===== src/rtl/hazard_ctrl.sv =====
`default_nettype none
// ============================================================================
// Module   : hazard_ctrl
// Purpose  : Pipeline hazard and stall controller for the 5-stage core.
//            Drives write enables and flush controls of the IF/ID, ID/EX and
//            EX/MEM pipeline registers. Resolves load-use hazards, holds EX
//            for multi-cycle ops and squashes wrong-path instructions on a
//            taken branch. Keeps saturating stall and flush counters.
// Ports    : clk, reset              - clock, synchronous active-high reset
//            id_rs/id_rt/id_uses_*   - source operands of the ID instruction
//            ex_reg/ex_mem_read      - destination / load flag of EX instr
//            ex_mc_start/ex_mc_cycles- multi-cycle op start and occupancy N
//            ex_branch_taken         - resolved taken branch in EX
//            pc_write..ex_mem_flush  - pipeline register controls (comb.)
//            mc_busy/mc_done         - multi-cycle hold status
//            stall_count/flush_count - saturating performance counters
// Revision : 1.0 - initial release
// ============================================================================
module hazard_ctrl #(
    parameter int REG_BITS = 5,
    parameter int CNT_W    = 4,
    parameter int PERF_W   = 16
) (
    input  logic                clk,
    input  logic                reset,
    input  logic [REG_BITS-1:0] id_rs,
    input  logic [REG_BITS-1:0] id_rt,
    input  logic                id_uses_rs,
    input  logic                id_uses_rt,
    input  logic [REG_BITS-1:0] ex_reg,
    input  logic                ex_mem_read,
    input  logic                ex_mc_start,
    input  logic [CNT_W-1:0]    ex_mc_cycles,
    input  logic                ex_branch_taken,
    output logic                pc_write,
    output logic                if_id_write,
    output logic                if_id_flush,
    output logic                id_ex_write,
    output logic                id_ex_flush,
    output logic                ex_mem_flush,
    output logic                mc_busy,
    output logic                mc_done,
    output logic [PERF_W-1:0]   stall_count,
    output logic [PERF_W-1:0]   flush_count
);

    localparam logic [CNT_W-1:0]  c_cnt_one  = CNT_W'(1);
    localparam logic [PERF_W-1:0] c_perf_max = '1;

    typedef enum logic [0:0] {
        ST_RUN = 1'b0,
        ST_MC  = 1'b1
    } state_t;

    state_t              r_state;
    logic [CNT_W-1:0]    r_cnt;
    logic [PERF_W-1:0]   r_stall_count;
    logic [PERF_W-1:0]   r_flush_count;

    logic w_lu;
    logic w_mc_req;
    logic w_branch_flush;

    // Register 0 is hardwired to zero, so a load targeting it never hazards.
    assign w_lu = ex_mem_read & (ex_reg != '0) &
                  ((id_uses_rs & (id_rs == ex_reg)) |
                   (id_uses_rt & (id_rt == ex_reg)));

    // N of 0 or 1 completes in a single EX cycle and needs no hold.
    assign w_mc_req = ex_mc_start & (ex_mc_cycles > c_cnt_one);

    // Only a RUN-state branch that is not overridden by an mc start flushes.
    assign w_branch_flush = ~reset & (r_state == ST_RUN) & ~w_mc_req &
                            ex_branch_taken;

    always_comb begin
        pc_write     = 1'b1;
        if_id_write  = 1'b1;
        if_id_flush  = 1'b0;
        id_ex_write  = 1'b1;
        id_ex_flush  = 1'b0;
        ex_mem_flush = 1'b0;
        mc_busy      = 1'b0;
        mc_done      = 1'b0;
        if (!reset) begin
            case (r_state)
                ST_RUN: begin
                    if (w_mc_req) begin
                        pc_write     = 1'b0;
                        if_id_write  = 1'b0;
                        id_ex_write  = 1'b0;
                        ex_mem_flush = 1'b1;
                    end else if (ex_branch_taken) begin
                        // pc_write stays high so the redirect target loads.
                        if_id_flush = 1'b1;
                        id_ex_flush = 1'b1;
                    end else if (w_lu) begin
                        pc_write    = 1'b0;
                        if_id_write = 1'b0;
                        id_ex_flush = 1'b1;
                    end
                end
                ST_MC: begin
                    mc_busy = 1'b1;
                    // Hazard and branch inputs are ignored: EX holds the mc op.
                    if (r_cnt > c_cnt_one) begin
                        pc_write     = 1'b0;
                        if_id_write  = 1'b0;
                        id_ex_write  = 1'b0;
                        ex_mem_flush = 1'b1;
                    end else begin
                        mc_done = 1'b1;
                    end
                end
                default: ;
            endcase
        end
    end

    always_ff @(posedge clk) begin
        if (reset) begin
            r_state       <= ST_RUN;
            r_cnt         <= '0;
            r_stall_count <= '0;
            r_flush_count <= '0;
        end else begin
            case (r_state)
                ST_RUN: begin
                    if (w_mc_req) begin
                        r_state <= ST_MC;
                        r_cnt   <= ex_mc_cycles - c_cnt_one;
                    end
                end
                ST_MC: begin
                    r_cnt <= r_cnt - c_cnt_one;
                    // <= rather than == so a corrupted zero count cannot lock up.
                    if (r_cnt <= c_cnt_one) begin
                        r_state <= ST_RUN;
                    end
                end
                default: r_state <= ST_RUN;
            endcase

            if (!pc_write && (r_stall_count != c_perf_max)) begin
                r_stall_count <= r_stall_count + 1'b1;
            end
            if (w_branch_flush && (r_flush_count != c_perf_max)) begin
                r_flush_count <= r_flush_count + 1'b1;
            end
        end
    end

    assign stall_count = r_stall_count;
    assign flush_count = r_flush_count;

endmodule
`default_nettype wire


===== config.mk =====
export PLATFORM = sky130hd
export DESIGN_NAME = hazard_ctrl
export DESIGN_NICKNAME = d
export VERILOG_FILES = /design/src/rtl/hazard_ctrl.sv
export SDC_FILE = /design/constraint.sdc
export NUM_CORES = 1
export LEC_CHECK = 0
export CAP_MARGIN = 20
export CORE_ASPECT_RATIO = 0.75
export CORE_MARGIN = 2
export CORE_UTILIZATION = 38
export CTS_CLUSTER_DIAMETER = 150
export CTS_CLUSTER_SIZE = 24
export DETAILED_ROUTE_END_ITERATION = 7
export GPL_TIMING_DRIVEN = 0
export PLACE_DENSITY = 0.72
export REMOVE_ABC_BUFFERS = 1
export SYNTH_ARGS = -nofsm -noshare
export SYNTH_HDL_FRONTEND = slang
export SYNTH_SLANG_ARGS = --single-unit

===== constraint.sdc =====
create_clock -name clk -period 3 [get_ports clk]
set_clock_uncertainty 0.1 [all_clocks]
set_input_delay 0.45 -clock clk [delete_from_list [all_inputs] [get_ports clk]]
set_output_delay 0.45 -clock clk [all_outputs]
set_load 0.05 [all_outputs]

==> results of run 1 <==
cells by family after synthesis:
kind of cell,share of synthesized area
buf+inv,0.0477
simple gates,0.279
compound gates,0.186
mux,0.00471
fa+ha+maj,0.0354
flops,0.349
xor+xnor,0.0990
cell type report:
class                           instances  area share
Multi-Input combinational cell        194       0.442
Sequential cell                        37       0.248
Timing Repair Buffer                   73       0.235
Tap cell                               75      0.0314
Clock buffer                            5      0.0230
Inverter                               11      0.0138
Clock inverter                          3     0.00753
power groups by stage:
| stage | sequential (mW) | clock [mW] | combinational, mW |
|---|---|---|---|
| 5_1_grt | 0.517 | 0.383 | 0.267 |
| 2_1_floorplan | 0.536 | 0 | 0.124 |
| 3_3_place_gp | 0.526 | 0 | 0.223 |
| 4_1_cts | 0.515 | 0.365 | 0.240 |
| 3_5_place_dp | 0.526 | 0 | 0.228 |
| 6_report | 0.515 | 0.353 | 0.244 |
tightest hold or removal path: cells and delay by family, from the launching register on:
kind,cells,cell delay (ps)
AOI/OAI and AO/OA,1,50
DFF,1,310
and+or+nand+nor,1,50
layer usage:
layer / wire, µm / up-vias / GRT usage
met4: 66 / 0 / 0.0538
li1: - / 1082 / -
met2: 2380 / 42 / 0.297
met1: 2640 / 955 / 0.236
met5: 0 / - / 0
met3: 229 / 8 / 0.0413
metrics by stage:
stage / TNS (ps) / utilization / area, µm² / worst slack, ps
after floorplan: -6830 / - / 2060 / -439
after global placement: -21300 / 0.525 / 2810 / -1520
after detailed placement: -8070 / 0.529 / 2830 / -1210
after CTS: -78.2 / 0.554 / 2970 / -78.2
after global routing: 0 / 0.559 / 2990 / 2.00
final: 0 / 0.559 / 2990 / 110
Yosys cell counts, types with 5 or more instances:
library cell,count
o311ai_0,6
xnor2_1,22
nand2_1,17
o31ai_1,10
and3_1,5
a21oi_1,16
clkbuf_1,8
o21ai_0,7
or4_1,12
o41ai_1,5
inv_1,10
ha_1,6
nor2_1,23
nand3_1,15
nand4_1,6
dfxtp_1,37
nor4_1,8
sequential cells by signal, indices dropped and copies added, names as in the netlist:
signal / cells
stall_count: 16
flush_count: 16
r_state: 1
r_cnt: 4
worst paths after layout:
check             cells after the start                  start  slack, ps                           end
setup / recovery                     10        ex_mc_cycles[0]        110                   if_id_write
hold / removal                        2  r_cnt[3]$_SDFFE_PP0P_        350         r_cnt[3]$_SDFFE_PP0P_
setup reg to reg                      9  r_cnt[0]$_SDFFE_PP0P_        370  stall_count[13]$_SDFFE_PP0P_
hold reg to reg                       2  r_cnt[3]$_SDFFE_PP0P_        350         r_cnt[3]$_SDFFE_PP0P_
repair_timing:
item | 4_1_cts | 5_1_grt
pin swaps | 2 | 2
hold buffers | 0 | 0
gates resized for setup | 27 | 11
setup buffers | 4 | 2
setup endpoints to repair | 8 | 9
gates cloned | 1 | 0
==> results.toml, run 1 <==
[worst_setup_path]
crit_type = "in -> out"
endpoint_kind = "output pin"
critical_path.top_delay_family = "buffers and inverters"
crit_required_ps = 2450
worstPathArrival_ps = 2340
worstPathMaxFanout = 4
worst_path_max_delay_cell = "clkdlybuf4s50_1"
cp_num_buf_inv = 5
worst_setup_path_start_kind = "input pin"
path_common_cell = "buf_4"
slowest_delay_ps = 520
crit_chain = "clkdlybuf4s50_1, inv_1, ha_1, nor2_2, o31ai_4, buf_4, a211oi_4, buf_4, a21oi_4, clkbuf_4"

[route]
num_vias = 2087
drc = 0
drtIter0Drc = 90
ant_nets = 0
routed_wl_um = 5320
firstDrtPassIters = 4
vias_per_cell = 5.24
post_drt_wl_per_cell_um = 13.4

[layout]
final_nets = 354
final_common_cell = "clkdlybuf4s50_1"
final.fill_count = 499
regArea_um2 = 741
n_antenna_cell = 0
layout_common_cells = "57 x clkdlybuf4s50_1, 37 x dfxtp_1, 22 x xnor2_1, 22 x nor2_1"
multi_input_area_mm2 = 0.00132
fin_cells = 398
layout-drive-gt1-share = 0.105
area_growth_pct = 40.9

[pwr]
clock_power_share = 0.317
p_sw_mw = 0.345
ir_drop_v = 0.000241
internal_power_mw = 0.767
switching_share = 0.310
finalPower_mw = 1.11
powerDensity_mw_per_mm2 = 372
p_leak_nw = 0.991
p_comb_frac = 0.220
power_frac_seq = 0.463

[cts]
numCtsBuffers = 5
cts_tree = "done"
htree_num_levels = 2
root_buffer = "clkbuf_8"
path_clk_slew_ps = 70
clock_latency_ps = 300
cts_buffer_depth = 2
clock-sinks = 37

[placement]
io_buffers = 65
dp.cells = 383
routabilityCongestion = 0.846
dp_hpwl_um = 3810

[synthesis]
yosys_warnings = 0
synth_area_mm2 = 0.00212
synth.yosys.seq_area_share = 0.349
synth-edff-count = 0
netlist_top_cells_area = "dfxtp_1 35%, xnor2_1 9.1%, or4_1 4.2%"
synthFlopType = "dfxtp_1"
synth-seq-cells = 37
async_flop_share = 0
avgSynthCellArea_um2 = 8.39
yosysTopAreaCellShare = 0.349
synth.largest_area_cell = "dfxtp_1"
synth.distinct_cells = 42
postSynthCellCount = 253

[worst_hold_path]
min_path_type = "reg -> reg"

[sta]
min_period_ps = 2890
fin_crit_sh = 0.963
worstMarginPinSlew_ps = 903
rsz0062_at_grt = "false"
hold_viol = 0
slew_violations = 0
slew_headroom = 0.393
max_freq_ghz = 0.346
timing.hold.ws_ps = 351
setup_violations = 0

[floorplanning]
die-area_mm2 = 0.00621
core.rowCount = 23
initial_core_util = 0.397
die_h_um = 68.7
die_w_um = 90.3
io_pins = 66
coreArea_mm2 = 0.00535

[global_route]
grt.total_usage = 0.179
grt_pass1_vias = 1923
grt_max_degree = 27
grt_overflow = 0
grt_pass1_wl_um = 9000
antenna_found_initial = 0

[flow_run]
cap_violations = 0

[status]
outcome = "finished clean"
No activity file was read; power rests on OpenSTA's default activity.
==> inputs of run 2 (changes only) <==
- CTS_CLUSTER_SIZE: 24 -> 40
- clock period: 3 -> 3.4 ns (I/O delays scaled with it)
==> run 2 against run 1 <==
Register-to-register slack improved by 390 ps. Cell area fell by 1.4%. Clock-buffer cell count did not move. Critical path type unchanged.
==> results.toml, run 2 (same netlist as run 1, synthesis figures left out) <==
[status]
outcome = "finished clean"

[cts]
htree_num_levels = 2
numCtsBuffers = 5
cts_hold_buffers = 0
path_clk_slew_ps = 70
cts_tree = "done"
clock-sinks = 37
clock_latency_ps = 300
root_buffer = "clkbuf_8"
cts_buffer_depth = 2

[worst_setup_path]
r2r_end = "stall_count[13]$_SDFFE_PP0P_"
worst_setup_path_start_kind = "input pin"
worstPathMaxFanout = 6
rr_startpoint = "r_cnt[0]$_SDFFE_PP0P_"
crit_required_ps = 2790
endpoint_kind = "output pin"
r2r_cells = 9
startpoint = "ex_mc_cycles[0]"
r2r_slack_ps = 760
worstPathArrival_ps = 2620
crit_type = "in -> out"

[pwr]
ir_drop_v = 0.000213
powerDensity_mw_per_mm2 = 330
clock_power_share = 0.320
power_frac_seq = 0.467
p_leak_nw = 0.955
switching_share = 0.310
internal_power_mw = 0.671
p_comb_frac = 0.212
finalPower_mw = 0.972
p_sw_mw = 0.301

[floorplanning]
coreArea_mm2 = 0.00535
io_pins = 66
die-area_mm2 = 0.00621
core.rowCount = 23
initial_core_util = 0.397
die_w_um = 90.3
die_h_um = 68.7

[worst_hold_path]
hp-start = "r_cnt[3]$_SDFFE_PP0P_"
min_path_cells = 2
min_path_type = "reg -> reg"
holdPathEnd = "r_cnt[3]$_SDFFE_PP0P_"

[sta]
timing.hold.ws_ps = 351
rsz0062_at_grt = "false"
fin_crit_sh = 0.949
slew_violations = 0
hold_viol = 0
slew_headroom = 0.378
fin_setup_tns_ps = 0
min_period_ps = 3230
setup_ws_ps = 174
setup_violations = 0
worstMarginPinSlew_ps = 926
max_freq_ghz = 0.310

[layout]
final_nets = 349
layout-drive-gt1-share = 0.0755
fin_cells = 393
post-route-util = 0.551
n_antenna_cell = 0
layout_common_cells = "59 x clkdlybuf4s50_1, 37 x dfxtp_1, 23 x nor2_1, 22 x xnor2_1, 17 x nand2_1"
final.fill_count = 495
final_common_cell = "clkdlybuf4s50_1"
area_growth_pct = 38.9
final_area_mm2 = 0.00295

[flow_run]
cap_violations = 0

[placement]
dp.cells = 383
pre_cts_slack_ps = -929
dp_hpwl_um = 3810
routabilityCongestion = 0.846
io_buffers = 65
postPlaceCellArea_mm2 = 0.00283

[route]
routed_wl_um = 5260
num_vias = 2073
post_drt_wl_per_cell_um = 13.4
firstDrtPassIters = 4
ant_nets = 0
drc = 0
drtIter0Drc = 82
vias_per_cell = 5.27

[global_route]
grt_max_degree = 27
antenna_found_initial = 0
grt_overflow = 0
grt_pass1_wl_um = 8920
grt_pass1_vias = 1888
grt.total_usage = 0.177
==> run 2: cell count changes in the layout (fill, tap and decap cells not counted), moves of 2 or more <==
cell             change
clkdlybuf4s15_2      +2
clkdlybuf4s50_1      +2
buf_4                -5
clkbuf_4             -3
==> run 2: how the worst max path moves through the flow <==
| stage | endpoint | slack [ps] | cells after the start |
|---|---|---|---|
| 3_5_place_dp | if_id_write | -930 | 8 |
| 5_1_grt | ex_mem_flush | 50 | 7 |
| 3_3_place_gp | pc_write | -1240 | 4 |
| 6_report | ex_mem_flush | 170 | 7 |
| 2_1_floorplan | stall_count[3]$_SDFFE_PP0P_ | -100 | 8 |
| 4_1_cts | id_ex_flush | 40 | 9 |
==> run 2: power groups by stage <==
stage / Combinational (mW) / Clock [mW] / Sequential [mW]
2_1_floorplan: 0.109 / 0 / 0.473
3_3_place_gp: 0.197 / 0 / 0.464
3_5_place_dp: 0.201 / 0 / 0.464
4_1_cts: 0.206 / 0.322 / 0.454
5_1_grt: 0.226 / 0.338 / 0.456
6_report: 0.207 / 0.311 / 0.454
==> run 2: worst max-delay path, stage by stage <==
cell,delay (ps)
clkdlybuf4s50_1,520
inv_1,70
ha_1,220
nor2_1,190
o31ai_4,130
a211oi_4,390
dlygate4sd2_1,580
==> run 2: cell type report <==
type / instances / area, µm² / share of cell area
repair buffers: 68 / 671 / 0.227
clock inverters: 3 / 22.5 / 0.00764
flip-flops and latches: 37 / 741 / 0.251
well taps: 75 / 93.8 / 0.0318
clock buffers: 5 / 68.8 / 0.0233
multi-input cells: 194 / 1310 / 0.445
inverters: 11 / 41.3 / 0.0140
==> run 2: layer usage <==
layer  part of all wire  track usage  vias to the layer above
met2               0.45        0.292                       42
met3              0.041       0.0380                        7
met4              0.012       0.0519                        0
met5                  0            0                        -
met1               0.50        0.238                      946
li1                   -            -                     1078
==> run 2: what timing repair did <==
| item | 4_1_cts | 5_1_grt |
|---|---|---|
| gates cloned | 1 | 0 |
| setup endpoints to repair | 5 | 4 |
| pin swaps | 0 | 0 |
| buffers inserted | 0 | 1 |
| gates resized for setup | 13 | 4 |
